$ cat config.mk
export PLATFORM = sky130hd
export DESIGN_NAME = multiword_add_seq
export DESIGN_NICKNAME = d
export VERILOG_FILES = /design/src/rtl/multiword_add_pkg.sv /design/src/rtl/rca_slice.sv /design/src/rtl/multiword_add_seq.sv
export SDC_FILE = /design/constraint.sdc
export NUM_CORES = 1
export LEC_CHECK = 0
export ABC_AREA = 1
export CAP_MARGIN = 10
export CORE_MARGIN = 5
export CORE_UTILIZATION = 50
export CTS_CLUSTER_DIAMETER = 100
export DETAILED_ROUTE_END_ITERATION = 8
export HOLD_SLACK_MARGIN = 0.05
export PLACE_DENSITY = 0.8
export SLEW_MARGIN = 5
export SYNTH_ARGS = -nofsm -noshare
export SYNTH_HDL_FRONTEND = slang
export SYNTH_HIERARCHICAL = 1
export SYNTH_SLANG_ARGS = --single-unit
$ cat constraint.sdc
create_clock -name clk -period 4.4 [get_ports clk]
set_input_delay 0.66 -clock clk [delete_from_list [all_inputs] [get_ports clk]]
set_output_delay 0.66 -clock clk [all_outputs]
set_load 0.1 [all_outputs]
$ cat src/rtl/multiword_add_pkg.sv
// Shared types and helpers for the word-serial multi-word adder.
package multiword_add_pkg;

    typedef enum logic [1:0] {IDLE, RUN, DONE} seq_state_t;

    // Word index width; a single-word operand still needs a 1-bit index.
    function automatic int idx_width(input int words);
        return (words > 1) ? $clog2(words) : 1;
    endfunction

endpackage

$ cat src/rtl/rca_slice.sv
// Combinational WIDTH-bit ripple-carry adder built from 1-bit full-adder cells.
module rca_slice #(
    parameter int WIDTH = 4
) (
    input  logic [WIDTH-1:0] a,
    input  logic [WIDTH-1:0] b,
    input  logic             cin,
    output logic [WIDTH-1:0] sum,
    output logic             cout
);

    logic [WIDTH:0] c;

    assign c[0] = cin;

    for (genvar i = 0; i < WIDTH; i++) begin : g_cell
        assign sum[i]   = a[i] ^ b[i] ^ c[i];
        assign c[i + 1] = (a[i] & b[i]) | (c[i] & (a[i] ^ b[i]));
    end

    assign cout = c[WIDTH];

endmodule

$ cat src/rtl/multiword_add_seq.sv
// Word-serial adder: one shared WIDTH-bit slice processes WORDS words LSW first,
// carrying between words in a register, behind valid/ready handshakes.
module multiword_add_seq
    import multiword_add_pkg::*;
#(
    parameter int WIDTH = 4,
    parameter int WORDS = 4
) (
    input  logic                   clk,
    input  logic                   rst,
    input  logic                   in_valid,
    output logic                   in_ready,
    input  logic [WIDTH*WORDS-1:0] a,
    input  logic [WIDTH*WORDS-1:0] b,
    output logic                   out_valid,
    input  logic                   out_ready,
    output logic [WIDTH*WORDS-1:0] sum,
    output logic                   cout,
    output logic                   busy
);

    localparam int IW = idx_width(WORDS);

    seq_state_t                  state, state_nxt;
    logic [WORDS-1:0][WIDTH-1:0] a_q, b_q, sum_q;
    logic [IW-1:0]               idx;
    logic                        carry_q, cout_q;
    logic [WIDTH-1:0]            s_sum;
    logic                        s_cout;
    logic                        last;

    assign last = (idx == IW'(WORDS - 1));

    rca_slice #(.WIDTH(WIDTH)) u_slice (
        .a   (a_q[idx]),
        .b   (b_q[idx]),
        .cin (carry_q),
        .sum (s_sum),
        .cout(s_cout)
    );

    always_ff @(posedge clk) begin
        if (rst) state <= IDLE;
        else     state <= state_nxt;
    end

    always_comb begin
        state_nxt = state;
        case (state)
            IDLE:    if (in_valid)  state_nxt = RUN;
            RUN:     if (last)      state_nxt = DONE;
            DONE:    if (out_ready) state_nxt = IDLE;
            default:                state_nxt = IDLE;
        endcase
    end

    // Handshake outputs come straight from the state register.
    assign in_ready  = (state == IDLE);
    assign out_valid = (state == DONE);
    assign busy      = (state != IDLE);
    assign sum       = sum_q;
    assign cout      = cout_q;

    always_ff @(posedge clk) begin
        if (rst) begin
            a_q     <= '0;
            b_q     <= '0;
            sum_q   <= '0;
            idx     <= '0;
            carry_q <= 1'b0;
            cout_q  <= 1'b0;
        end else begin
            case (state)
                IDLE: if (in_valid) begin
                    a_q     <= a;
                    b_q     <= b;
                    idx     <= '0;
                    carry_q <= 1'b0;
                end
                RUN: begin
                    sum_q[idx] <= s_sum;
                    carry_q    <= s_cout;
                    if (last) cout_q <= s_cout;
                    else      idx    <= idx + 1'b1;
                end
                default: ;
            endcase
        end
    end

endmodule

# Word-level counts from Yosys, hierarchy flattened
# Index checks and enable logic that the tools add are counted.
# classes
addsub	1
magnitude_cmp	2
eq_ne	7
muxes	16
bitwise	20
reduce_logical	9
# ops
operator	n
$bmux 4 s2	2
$bwmux 16	1
$mux 4	3
$mux 2	5
$and 1x1->1	8
$demux 4 s2	1
$xor 1x1->1	8
$ne 2x2->1 const B	3
$pmux 2 s3	1
$reduce_and 2->1	3
$reduce_and 3->1	2
$eq 2x2->1 const B	2
$or 1x1->1	4
$pmux 2 s2	1
$reduce_bool 2->1	2
$lt 2x3->1 const B	1
$add 2x1->2 const B	1
$eq 2x1->1 const B	1
$ge 2x1->1 const B	1
$logic_not 2->1	1
$ne 2x1->1 const B	1
$pmux 1 s2	1
$logic_and 1x1->1	1
$mux 1	1
# word_totals
register_bits	54
inputBits	36
wordCells	71

# Longest topological paths before layout
# logic_depth
ltp_word	12
mapped_depth	15
depth_no_buf	13

# By module
# The synthesis kept the hierarchy.
# modules_own_cells
mod	n_inst	cells_per_inst	area_per_inst_um2	seq_area_each_um2
multiword_add_seq	1	303	2225.9	1081.0
rca_slice	1	14	117.6	0.0

# Worst setup path after synthesis
# No wires, ideal clock.
# synth_timing
path_kind	reg-to-reg
start	register idx[0]
end	register sum_q, in the netlist sum[11]
setup_ns	0.070
arrival_time_ns	2.667
required_time_ns	4.330
path_slack_ns	1.663
stages_incl_launch_ff	16
path_buffers	2
cell_sequence	dfxtp_1 -> buf_2 -> inv_1 -> buf_2 -> nor2_1 -> o22ai_1 -> fa_1 -> inv_1 -> fa_1 -> inv_1 -> fa_1 -> inv_1 -> fa_1 -> inv_1 -> nand2_1 -> a21oi_1
# synth_between
elab_chain_cells	11
elab_cells_between_ends	24
cone_classes	order compare (2); mux (7); bitwise (14); reduce/logical (1)
# synth_lines
element	line	rtl
start: declaration	multiword_add_seq.sv:26	logic [IW-1:0] idx;
start signal: assignment	multiword_add_seq.sv:84	else idx <= idx + 1'b1;
$bmux 4 s2 (on tied branches)	multiword_add_seq.sv:35, multiword_add_seq.sv:36	
$mux 4 (on tied branches)	multiword_add_seq.sv:35, multiword_add_seq.sv:36	
$xor 1x1->1	rca_slice.sv:18	assign c[i + 1] = (a[i] & b[i]) | (c[i] & (a[i] ^ b[i]));
$and 1x1->1	rca_slice.sv:18	
$or 1x1->1	rca_slice.sv:18	
$and 1x1->1	rca_slice.sv:18	
$or 1x1->1	rca_slice.sv:18	
$and 1x1->1	rca_slice.sv:18	
$or 1x1->1	rca_slice.sv:18	
$xor 1x1->1 *	rca_slice.sv:17	assign sum[i] = a[i] ^ b[i] ^ c[i];
net s_sum[3]	multiword_add_seq.sv:28	logic [WIDTH-1:0] s_sum;
$bwmux 16 *	multiword_add_seq.sv:81	sum_q[idx] <= s_sum;
end signal: indexed assignment	multiword_add_seq.sv:81	
end: declaration	multiword_add_seq.sv:25	logic [WORDS-1:0][WIDTH-1:0] a_q, b_q, sum_q;
# Mark *: on every way through the listed nets, which the timed path passes. The rest lies on a longest branch. The select of a mux whose other input is x is not followed.
# A chain may end at the register's enable or synchronous reset.

# Final worst setup path
# Same ends and word-level chain as after synthesis.

==> results_tabular.tex <==
\begin{tabular}{lr}
\hline
Metric & Value \\
\hline
\multicolumn{2}{l}{\textbf{Setup path}} \\
\quad Slowest-stage cell, CP & sky130\_fd\_sc\_hd\_\_dfxtp\_1 \\
\quad Arrival time at the worst endpoint & 3.64 ns \\
\quad Top cell family by delay on the critical path & adder cells \\
\quad Maximum single-stage delay on the critical path & 0.71 ns \\
\quad CP max FO & 20 \\
\quad Buffers and inverters on the worst path & 5 \\
\quad Series of cell instances along the critical path & inv\_1 > o21ai\_0 > o22ai\_1 > fa\_1 > inv\_1 > fa\_1 > inv\_1 > fa\_1 > inv\_1 > fa\_1 > inv\_1 > nand2\_1 > a21oi\_1 \\
\quad Worst Setup Path Type & reg2reg \\
\quad CP Data Required Time & 4.64 ns \\
\quad Crit Reg-Reg Startpoint & idx[0] \\
\quad Kind of start point of the critical path & flip-flop \\
\quad Start point of the critical path & idx[0] \\
\quad CP dominant cell by count & sky130\_fd\_sc\_hd\_\_inv\_1 \\
\quad Setup crit end kind & flip-flop \\
\multicolumn{2}{l}{\textbf{Drt}} \\
\quad DRC violation total after the first TritonRoute iteration & 140 \\
\quad Routed wire length per instance & 12.0 um \\
\quad DRC violation count after routing & 0 \\
\quad Antenna Nets Post-Route & 0 \\
\quad Vias per inst & 5.05 \\
\quad Number of vias in the routed layout & 2112 \\
\quad 1st-pass router iterations & 4 \\
\quad Final Routed Wirelength & 5.01 mm \\
\multicolumn{2}{l}{\textbf{Timing}} \\
\quad Finish-stage setup viols & 0 \\
\quad Final Hold Violating Endpoints & 0 \\
\quad Total Neg Setup Slack & 0 ns \\
\quad Final slew viol count & 0 \\
\quad Setup repair after global routing missed its margin & false \\
\quad Fin crit period & 3.40 ns \\
\quad Hold slack final & 0.465 ns \\
\quad Slew at the pin closest to its max-slew limit & 1.08 ns \\
\quad Clk\_skew & 0.00606 ns \\
\quad Worst slew slack as a fraction of its limit & 27.6\% \\
\quad Final worst-path cycle share & 77.3\% \\
\quad Maximum clock frequency & 294 MHz \\
\multicolumn{2}{l}{\textbf{Cells and area}} \\
\quad Proportion of layout cells with a drive suffix above 1 & 3.57\% \\
\quad Post-layout nets & 408 \\
\quad Count of inserted antenna diode cells & 0 \\
\quad Fillers & 433 \\
\quad Growth of design area from synthesis to finish & 26.0\% \\
\quad Final instance area & 0.00295 mm2 \\
\quad Util after Layout & 63.8\% \\
\quad Cell Count, Final, Fillers Out & 418 \\
\multicolumn{2}{l}{\textbf{Synthesis}} \\
\quad Mapped Nets & 361 \\
\quad YS warnings & 6 \\
\quad Number of unique standard cell types used by synthesis & 18 \\
\quad Seq/Total Area, Yosys & 46.1\% \\
\quad Gate count after technology mapping & 317 \\
\quad Number of register bits inferred by synthesis & 54 \\
\quad Synthesized area per cell & 7.39 um2 \\
\quad Netlist area before placement & 0.00234 mm2 \\
\multicolumn{2}{l}{\textbf{Power}} \\
\quad Power per Cell Area & 372 mW/mm2 \\
\quad Worst-case vdd ir drop & 0.000209 V \\
\quad Leak & 1.24 nW \\
\multicolumn{2}{l}{\textbf{Clock network}} \\
\quad Number of hold-repair buffers added at the cts stage & 0 \\
\quad Sink Count & 54 \\
\quad Clk pin slew, worst setup/hold paths & 0.09 ns \\
\quad Maximum level of the CTS H-tree & 2 \\
\quad Resized cells post-CTS & 0 \\
\quad CTS buffer count & 5 \\
\quad Number of buffers inserted to repair setup after CTS & 0 \\
\quad Clock insertion delay at the later pin of the skew report & 0.30 ns \\
\quad Clock tree from TritonCTS & yes \\
\quad Clock Path Buffers & 2 \\
\quad Clk root buf & sky130\_fd\_sc\_hd\_\_clkbuf\_8 \\
\multicolumn{2}{l}{\textbf{Floorplanning}} \\
\quad Die Width & 78.5 um \\
\quad Count of pins on the block boundary & 56 \\
\quad Total number of placement rows & 25 \\
\quad Die area & 0.00616 mm2 \\
\quad Area of the placeable core & 0.00463 mm2 \\
\quad Die boundary height & 78.5 um \\
\quad Starting utilization of the core area & 50.6\% \\
\multicolumn{2}{l}{\textbf{Min path}} \\
\quad Min-delay worst type & reg2reg \\
\quad Worst min-delay path startpoint & sum[8] \\
\multicolumn{2}{l}{\textbf{Run}} \\
\quad Max cap viols & 0 \\
\multicolumn{2}{l}{\textbf{Global route}} \\
\quad Global routing usage summed across all routing layers & 16.7\% \\
\quad Maximum number of pins on one net before global-route repair & 49 \\
\quad Via count of the first global-routing pass & 1980 \\
\quad GR Overflow Total & 0 \\
\quad First-pass GRT wire length & 8.36 mm \\
\quad Initial antenna violation count & 0 \\
\multicolumn{2}{l}{\textbf{Placement}} \\
\quad Count of input and output buffers & 55 \\
\quad Cell Area, Placed & 0.00287 mm2 \\
\quad Number of placed instances with taps included & 411 \\
\quad Detailed placement HPWL & 3.70 mm \\
\quad Last weighted congestion value of the routability-driven placer & 0.826 \\
\multicolumn{2}{l}{\textbf{Run status}} \\
\quad Outcome & completed \\
\hline
\end{tabular}
layer usage:
layer / global-route usage (%) / vias to the layer above / routed length, um
met4: 6.12 / 0 / 112
met3: 4.47 / 14 / 269
li1: - / 1100 / -
met2: 30.1 / 53 / 2370
met5: 0 / - / 0
met1: 18.8 / 945 / 2260
registers in the layout, summed over array words and instances, names as in the netlist:
signal and count:
state 2, a_q 16, b_q 16, cout 1
sum 16, idx 2, carry_q 1
power breakdown:
part | switching [mW] | total, mW | leakage [nW] | internal [mW]
combinational | 0.189 | 0.288 | 0.752 | 0.0997
clock | 0.151 | 0.258 | 0.0438 | 0.107
sequential | 0.0266 | 0.551 | 0.444 | 0.525
total | 0.366 | 1.10 | 1.24 | 0.731
kinds of logic (layout without fill, tap and decap cells):
kind of cell             Yosys count  count (layout)  synth area share [%]
buffers and inverters             40              87                  7.74
flip-flops                        54              54                  46.1
adder cells (fa/ha/maj)            8               8                  5.55
AND/OR/NAND/NOR                  137             137                  23.5
AO/OA/AOI/OAI                     78              78                  17.1
layout by cell type, fill, tap and decap left out:
| master | n |
|---|---|
| sky130_fd_sc_hd__dfxtp_1 | 54 |
| sky130_fd_sc_hd__inv_1 | 23 |
| sky130_fd_sc_hd__clkinv_2 | 2 |
| sky130_fd_sc_hd__ha_1 | 4 |
| sky130_fd_sc_hd__fa_1 | 4 |
| sky130_fd_sc_hd__o22ai_1 | 8 |
| sky130_fd_sc_hd__nand3_1 | 5 |
| sky130_fd_sc_hd__o21ai_0 | 61 |
| sky130_fd_sc_hd__nand2_4 | 2 |
| sky130_fd_sc_hd__clkbuf_8 | 5 |
| sky130_fd_sc_hd__nor2_1 | 114 |
| sky130_fd_sc_hd__nand2_1 | 14 |
| sky130_fd_sc_hd__nor2_4 | 2 |
| sky130_fd_sc_hd__a21oi_1 | 8 |
| sky130_fd_sc_hd__inv_2 | 2 |
| sky130_fd_sc_hd__clkdlybuf4s50_1 | 55 |
| sky130_fd_sc_hd__o21ai_1 | 1 |
worst paths after layout:
| path | cells past startpoint | end | slack [ns] |
|---|---|---|---|
| setup / recovery | 13 | sum[11] | 1.0 |
| hold / removal | 2 | sum[8] | 0.47 |
| setup reg to reg | 13 | sum[11] | 1.0 |
| hold reg to reg | 2 | sum[8] | 0.47 |
metrics by stage:
stage	power (mW)	worst slack [ns]
finish	1.10	0.998
global route	1.16	0.651
CTS	1.11	0.998
detailed placement	0.853	1.03
global placement	0.845	1.19
floorplan	0.766	1.66
worst register-to-register path, cell delays in order (launching register included):
cell and delay (ns):
sky130_fd_sc_hd__dfxtp_1 0.71, sky130_fd_sc_hd__inv_1 0.43, sky130_fd_sc_hd__o21ai_0 0.26, sky130_fd_sc_hd__o22ai_1 0.12
sky130_fd_sc_hd__fa_1 0.42, sky130_fd_sc_hd__inv_1 0.08, sky130_fd_sc_hd__fa_1 0.16, sky130_fd_sc_hd__inv_1 0.05
sky130_fd_sc_hd__fa_1 0.36, sky130_fd_sc_hd__inv_1 0.08, sky130_fd_sc_hd__fa_1 0.40, sky130_fd_sc_hd__inv_1 0.12
sky130_fd_sc_hd__nand2_1 0.07, sky130_fd_sc_hd__a21oi_1 0.11
cell usage after synthesis (all sizes together):
cell type / number / share of area [%]
nand2: 16 / 3.2
dfxtp: 54 / 46
o21ai: 62 / 13
inv: 25 / 4.0
nand3: 5 / 1.1
clkbuf: 8 / 1.4
a21oi: 8 / 1.7
fa: 4 / 3.4
o22ai: 8 / 2.1
nor2: 116 / 19
ha: 4 / 2.1
buf: 7 / 2.3
layout make-up:
class / count / area [um2] / area share [%]
flip-flops and latches: 54 / 1080 / 36.6
multi-input cells: 223 / 1080 / 36.6
repair buffers: 55 / 551 / 18.6
inverters: 25 / 93.8 / 3.18
clock buffers: 5 / 68.8 / 2.33
well taps: 54 / 67.6 / 2.29
clock inverters: 2 / 10.0 / 0.339
Power figures use the tool's default switching activity.
